==> src/rtl/sram_readout.sv <==
// Read-back engine for the capture SRAM: walks downward from the write pointer, newest sample
// first, and streams each byte on a valid/ready port. Define READOUT_CHECKSUM_EN to append an XOR byte.
module sram_readout #(
    parameter int ADDR_W      = 15,
    parameter int DATA_W      = 8,
    parameter int CNT_W       = 13,
    parameter int WAIT_CYCLES = 1
) (
    input  logic              osc_clock,
    input  logic              reset,
    input  logic              start,
    input  logic [ADDR_W-1:0] end_address,
    input  logic [CNT_W-1:0]  sample_reg,
    input  logic [DATA_W-1:0] sram_data,
    output logic [ADDR_W-1:0] sram_address,
    output logic              sram_oe,
    output logic [DATA_W-1:0] tx_data,
    output logic              tx_valid,
    input  logic              tx_ready,
    output logic              busy,
    output logic              done
);

    localparam int WC_W  = (WAIT_CYCLES > 1) ? $clog2(WAIT_CYCLES) : 1;
    localparam int REM_W = CNT_W + 2;

    typedef enum logic [2:0] {
        S_IDLE,
        S_ADDR,
        S_WAIT,
        S_SEND,
`ifdef READOUT_CHECKSUM_EN
        S_CKSUM,
`endif
        S_DONE
    } state_t;

    state_t            state_q;
    logic [ADDR_W-1:0] addr_q, addr_d;
    logic [REM_W-1:0]  rem_q, rem_d;
    logic [WC_W-1:0]   wcnt_q;
    logic              oe_q, txv_q, busy_q, done_q;
    logic [DATA_W-1:0] txd_q;
`ifdef READOUT_CHECKSUM_EN
    logic [DATA_W-1:0] cksum_q;
`endif

    // Address decrement wraps 0 -> all-ones without any special casing.
    assign addr_d = addr_q - 1'b1;
    assign rem_d  = rem_q - 1'b1;

    always_ff @(posedge osc_clock or posedge reset) begin
        if (reset) begin
            state_q <= S_IDLE;
            addr_q  <= '0;
            rem_q   <= '0;
            wcnt_q  <= '0;
            oe_q    <= 1'b0;
            txd_q   <= '0;
            txv_q   <= 1'b0;
            busy_q  <= 1'b0;
            done_q  <= 1'b0;
`ifdef READOUT_CHECKSUM_EN
            cksum_q <= '0;
`endif
        end else begin
            unique case (state_q)
                S_IDLE, S_DONE: begin
                    if (start) begin
                        addr_q  <= end_address - 1'b1;
                        rem_q   <= {sample_reg, 2'b11};
                        busy_q  <= 1'b1;
                        done_q  <= 1'b0;
`ifdef READOUT_CHECKSUM_EN
                        cksum_q <= '0;
`endif
                        state_q <= S_ADDR;
                    end
                end
                S_ADDR: begin
                    oe_q    <= 1'b1;
                    wcnt_q  <= WC_W'(WAIT_CYCLES - 1);
                    state_q <= S_WAIT;
                end
                S_WAIT: begin
                    if (wcnt_q == '0) begin
                        txd_q   <= sram_data;
                        txv_q   <= 1'b1;
                        oe_q    <= 1'b0;
                        state_q <= S_SEND;
                    end else begin
                        wcnt_q <= wcnt_q - 1'b1;
                    end
                end
                S_SEND: begin
                    if (txv_q && tx_ready) begin
                        txv_q <= 1'b0;
`ifdef READOUT_CHECKSUM_EN
                        cksum_q <= cksum_q ^ txd_q;
`endif
                        if (rem_q == '0) begin
`ifdef READOUT_CHECKSUM_EN
                            state_q <= S_CKSUM;
`else
                            busy_q  <= 1'b0;
                            done_q  <= 1'b1;
                            state_q <= S_DONE;
`endif
                        end else begin
                            rem_q   <= rem_d;
                            addr_q  <= addr_d;
                            state_q <= S_ADDR;
                        end
                    end
                end
`ifdef READOUT_CHECKSUM_EN
                S_CKSUM: begin
                    // First cycle loads the byte; it then follows the same handshake as a sample.
                    if (!txv_q) begin
                        txd_q <= cksum_q;
                        txv_q <= 1'b1;
                    end else if (tx_ready) begin
                        txv_q   <= 1'b0;
                        busy_q  <= 1'b0;
                        done_q  <= 1'b1;
                        state_q <= S_DONE;
                    end
                end
`endif
                default: state_q <= S_IDLE;
            endcase
        end
    end

    assign sram_address = addr_q;
    assign sram_oe      = oe_q;
    assign tx_data      = txd_q;
    assign tx_valid     = txv_q;
    assign busy         = busy_q;
    assign done         = done_q;

endmodule

==> config.mk <==
export PLATFORM = sky130hd
export DESIGN_NAME = sram_readout
export DESIGN_NICKNAME = d
export VERILOG_FILES = /design/src/rtl/sram_readout.sv
export SDC_FILE = /design/constraint.sdc
export NUM_CORES = 1
export LEC_CHECK = 0
export CAP_MARGIN = 15
export CORE_MARGIN = 2
export CORE_UTILIZATION = 51
export DETAILED_ROUTE_END_ITERATION = 7
export HOLD_SLACK_MARGIN = 0.03
export PLACE_DENSITY = 0.81
export SYNTH_ARGS = -nofsm -noshare
export SYNTH_HDL_FRONTEND = slang
export SYNTH_SLANG_ARGS = --single-unit
==> constraint.sdc <==
create_clock -name osc_clock -period 3.25 [get_ports osc_clock]
set_input_delay 0.4875 -clock osc_clock [delete_from_list [all_inputs] [get_ports osc_clock]]
set_output_delay 0.4875 -clock osc_clock [all_outputs]
set_load 0.005 [all_outputs]
# Yosys cells after proc, flatten, opt, wreduce, memory -nomap -nowiden

Cells that the tools add are included.

Output and inout bits: 27
Bits in registers: 46
Word-level logic and storage cells: 64
Bits of input ports: 40

Add/subtract/negate cells: 4
Bitwise logic cells: 1
Equality and inequality tests: 9
Reductions and logical operators: 13
Multiplexer cells: 28

Operator list:

| kind                  | number |
|---|---|
| $mux 15               | 6 |
| $pmux 15 s2           | 2 |
| $sub 15x1->15 const B | 3 |
| $logic_not 15->1      | 1 |
| $mux 3                | 4 |
| $pmux 3 s4            | 1 |
| $mux 1                | 10 |
| $ne 2x2->1 const B    | 5 |
| $pmux 1 s2            | 5 |
| $reduce_and 4->1      | 2 |
| $eq 3x2->1 const B    | 2 |
| $reduce_and 3->1      | 2 |
| $reduce_bool 2->1     | 3 |
| $reduce_and 2->1      | 2 |
| $eq 3x1->1 const B    | 1 |
| $eq 3x3->1 const B    | 1 |
| $logic_not 3->1       | 1 |
| $reduce_or 2->1       | 1 |
| $logic_and 1x1->1     | 1 |
| $not 1->1             | 1 |
| $sub 1x1->1 const B   | 1 |

# Depth between registers and ports, before layout

Depth in word-level cells: 4
Gate-level depth with buffers: 13
Gate-level depth less buffers: 8

# Worst setup path after synthesis

Ideal clock, no wire load.

Kind: register to register
Start point: register state_q[2]
End point: register addr_q[14], in the netlist sram_address[14]
Path slack: 507 ps
Library setup time: 126 ps
Period minus slack after synthesis: 2743 ps
Buffers on the path: 4
Stages on the path, launching flop included: 13
Arrival time: 2617 ps
Required time: 3124 ps
Path through: dfrtp_1 and3b_2 buf_2 buf_2 buf_2 mux2i_1 ha_1 clkbuf_1 nor3b_1 and3_1 o22ai_1 mux2i_1 a21oi_1

Longest elaborated chain between the ends: 4
Elaborated cells on any way between the ends: 10
Classes of those cells: 5 x eq/ne; 1 x mux; 4 x reduce/logical

Ends and longest elaborated chain:

| item                                                      | line | RTL |
|---|---|---|
| from (decl)                                               | 38   | `state_t state_q;` |
| from (signal assigned)                                    | 54   | `state_q <= S_IDLE;` |
| from (signal assigned)                                    | 77   | `state_q <= S_ADDR;` |
| from (signal assigned)                                    | 83   | `state_q <= S_WAIT;` |
| $eq 3x3->1 or $logic_not 3->1 (tied branches)             | 67   | `unique case (state_q)` |
| $reduce_or 2->1                                           | 67   |  |
| $ne 2x2->1 (no line) or $reduce_bool 2->1 (tied branches) | n/a  |  |
| $reduce_and 4->1 (no line)                                | n/a  |  |
| to (signal assigned)                                      | 70   | `addr_q <= end_address - 1'b1;` |
| to (signal assigned)                                      | 111  | `addr_q <= addr_d;` |
| to (decl)                                                 | 39   | `logic [ADDR_W-1:0] addr_q, addr_d;` |

Several ways; a longest one is shown, not always the timed one.
A chain may end at the register's enable or synchronous reset.

# Worst setup path after layout

Start point: register rem_q[0]
End point: register rem_q[11]

Longest elaborated chain between the ends: 4
Elaborated cells on any way between the ends: 7
Classes of those cells: 1 x add/sub; 1 x eq/ne; 3 x mux; 2 x reduce/logical

Ends and longest elaborated chain:

| item                   | line | RTL |
|---|---|---|
| from (decl)            | 40   | `logic [REM_W-1:0] rem_q, rem_d;` |
| from (signal assigned) | 71   | `rem_q <= {sample_reg, 2'b11};` |
| from (signal assigned) | 110  | `rem_q <= rem_d;` |
| $sub 15x1->15          | 50   | `assign rem_d = rem_q - 1'b1;` |
| $mux 15                | 101  | `if (rem_q == '0) begin` |
| $mux 15                | 96   | `if (txv_q && tx_ready) begin` |
| $pmux 15 s2            | 67   |  |

Several ways; a longest one is shown, not always the timed one. The select of a mux whose other input is x is not followed.

==> flow_summary.toml <==
[critical_path]
crit_path_max_incr_delay_ns = 0.67
worstRegToRegCells = 8
critPathMaxFanout = 27
critical_path.top_delay_family = "compound AO/OA/AOI/OAI gates"
r2r_start = "rem_q[0]"
end_kind = "flip-flop"
path_cells = "inv_1 > ha_1 > nor3b_1 > nand4_2 > a21oi_4 > buf_4 > a21oi_1 > o22a_1"
cp.required_ns = 3.44
path_buf_inv = 2
arrival_ns = 2.70
cp-start-kind = "flip-flop"
crit_slowest_cell = "a21oi_4"
reg2reg_slack_ns = 0.74
crit_type = "flip-flop to flip-flop"
reg2reg_to = "rem_q[11]"

[hold_path]
hold_path_end = "busy"
min_path_type = "flip-flop to flip-flop"
holdPathStages = 2
worstHoldStart = "busy"

[floorplanning]
boundaryPins = 67
initial_core_util_pct = 52.49
dieArea_mm2 = 0.006285
core-area_mm2 = 0.005507
row_count = 27
die-height_um = 79.28
die_x_um = 79.28

[synthesis]
synth_top_cells_by_area = "dfrtp_1 39%, nor2_1 6.9%, nand2_1 3.8%, a21oi_1 3.6%, mux2_2 3.1%"
synthArstFlopShare_pct = 100.0
synth_cells = 341
synth_area_mm2 = 0.002890
yosys-top-cells-count = "53 x nor2_1, 45 x dfrtp_1, 29 x nand2_1"
synth.distinct_cells = 57
synth-seq-cells = 45
syn_nets = 384
syn_area_per_cell_um2 = 8.476
synth-edff-count = 0
yosysSeqAreaShare_pct = 38.96
synth.largest_area_cell = "dfrtp_1"
ys.flop_type = "dfrtp_1"
synth.most_common_cell = "nor2_1"
yosysWarnings = 0
synth_top_area_share_pct = 38.96

[cts]
cts_tree = "done"
htreeDepth = 2
clk_pin_slew_ns = 0.08
clk_latency_ns = 0.30
clockBufferDepth = 2
cts_resized = 0
hold_buffers = 0
cts_made_buffers = 5
cts.sinks = 45
root_buffer = "clkbuf_8"
cts_setup_buffers = 0

[sta]
setup_viol = 0
fin_setup_tns_ns = 0
max_slew_margin_pct = 37.06
worst_slew_pin_slew_ns = 0.9427
period_share_pct = 77.31
finClkSkew_ns = 0.004960
finalHoldViolCount = 0
clock.fmax_mhz = 398.0
rsz0062_at_grt = "false"
final_max_slew_viol_count = 0
fin_crit_ns = 2.513

[grt]
antenna_found_initial = 0
grt_pass1_vias = 2820
grt_max_degree = 50
grt_use_total_pct = 25.38
grt_pass1_wl_um = 12850
overflow = 0

[power_and_ir_drop]
power_density_mw_per_mm2 = 311.0
power_leakage_uw = 0.001512
irDropWorstVdd_v = 0.0002640

[run]
maxCapViolations = 0

[routing]
first_pass_iters = 4
drc = 0
wire_per_inst_um = 15.92
wl_um = 7516
ant_nets = 0
via_per_inst = 6.146
vias = 2901
drtIter0Drc = 209

[finish]
final_util_pct = 66.69
drive_gt1_share_pct = 8.500
fin_nets = 443
antennaDiodeCount = 0
syn2layout_area_growth_pct = 27.06

[placed_design]
hpwl_um = 5287
routabilityCongestion = 0.8547
port-buffer-count = 66

[outcome]
status = "finished clean"
-- layer usage --
layer	up-vias	GRT usage (%)	share of wire (%)
li1	1367	-	-
met1	1393	35.45	47
met2	131	38.90	45
met3	10	5.455	7.1
met4	0	9.138	1.3
met5	-	0	0
-- layout make-up --
cell class	count	area (um2)
inverter	7	26.28
multi-input combinational	271	1653
clock buffer	7	86.33
timing repair buffer	70	690.7
tap	72	90.09
sequential	45	1126
fill	460	1834
-- worst reg2reg max path: cells and delay by family (launching register included) --
kind | cells | cell delay [ns]
AO/OA/AOI/OAI | 3 | 0.92
AND/OR/NAND/NOR | 2 | 0.49
flip-flops | 1 | 0.43
buffers and inverters | 2 | 0.42
adder cells (fa/ha/maj) | 1 | 0.16
-- how the worst max path moves through the flow --
stage	from	to	slack [ns]	cells past startpoint
4_1_cts	rem_q[0]	rem_q[11]	0.75	8
5_1_grt	rem_q[0]	rem_q[11]	0.54	8
2_1_floorplan	state_q[2]	sram_address[14]	0.51	12
6_report	rem_q[0]	rem_q[11]	0.74	8
3_3_place_gp	end_address[2]	sram_address[13]	0.75	7
3_5_place_dp	end_address[0]	sram_address[14]	0.71	8
-- state kept, by name, summed over array words and instances, names as in the netlist --
| name | count |
|---|---|
| tx_data | 8 |
| busy | 1 |
| state_q | 3 |
| done | 1 |
| sram_oe | 1 |
| tx_valid | 1 |
| rem_q | 15 |
| sram_address | 15 |
-- metrics by stage --
stage | std cells | hold slack [ns] | power (uW) | setup slack [ns] | area [um2]
3_5_place_dp | 465 | 0.4920 | 795.2 | 0.7115 | 3586
5_1_grt | 472 | 0.5301 | 1192 | 0.5436 | 3672
6_report | 472 | 0.5075 | 1142 | 0.7375 | 3672
4_1_cts | 472 | 0.5124 | 1148 | 0.7548 | 3672
3_3_place_gp | 465 | 0.4813 | 791.3 | 0.7536 | 3586
2_1_floorplan | 341 | 0.4855 | 686.2 | 0.5070 | 2890
-- cell usage in the layout (no fill, tap or decap), drive strengths merged, types with 3 or more instances in the layout --
| cell | instances |
|---|---|
| a21oi | 22 |
| a22o | 3 |
| a22oi | 3 |
| a31oi | 7 |
| buf | 4 |
| clkbuf | 7 |
| clkdlybuf4s50 | 66 |
| dfrtp | 45 |
| ha | 3 |
| inv | 7 |
| mux2 | 8 |
| mux2i | 8 |
| nand2 | 30 |
| nand2b | 4 |
| nand3 | 15 |
| nand3b | 5 |
| nand4 | 4 |
| nor2 | 53 |
| nor3 | 15 |
| nor4 | 8 |
| o2111ai | 5 |
| o211ai | 3 |
| o21a | 4 |
| o21ai | 31 |
| o22a | 3 |
| o22ai | 5 |
| or4 | 3 |
-- power by group --
part           leakage (uW)  switching (uW)  internal [uW]
Sequential         0.000576            40.1            577
Combinational      0.000891            70.2           99.0
Clock             0.0000443             186            169
Total               0.00151             297            845
-- logic make-up after synthesis --
logic type,Yosys count,share of synthesized area (%)
muxes,16,5.888
xor gates and xnor gates,2,0.6062
buffers and inverters,25,3.853
AOI/OAI and AO/OA,96,20.95
and+or+nand+nor,154,28.44
DFF,45,38.96
adders and majority gates,3,1.299
(Power assumes the default switching activity.)
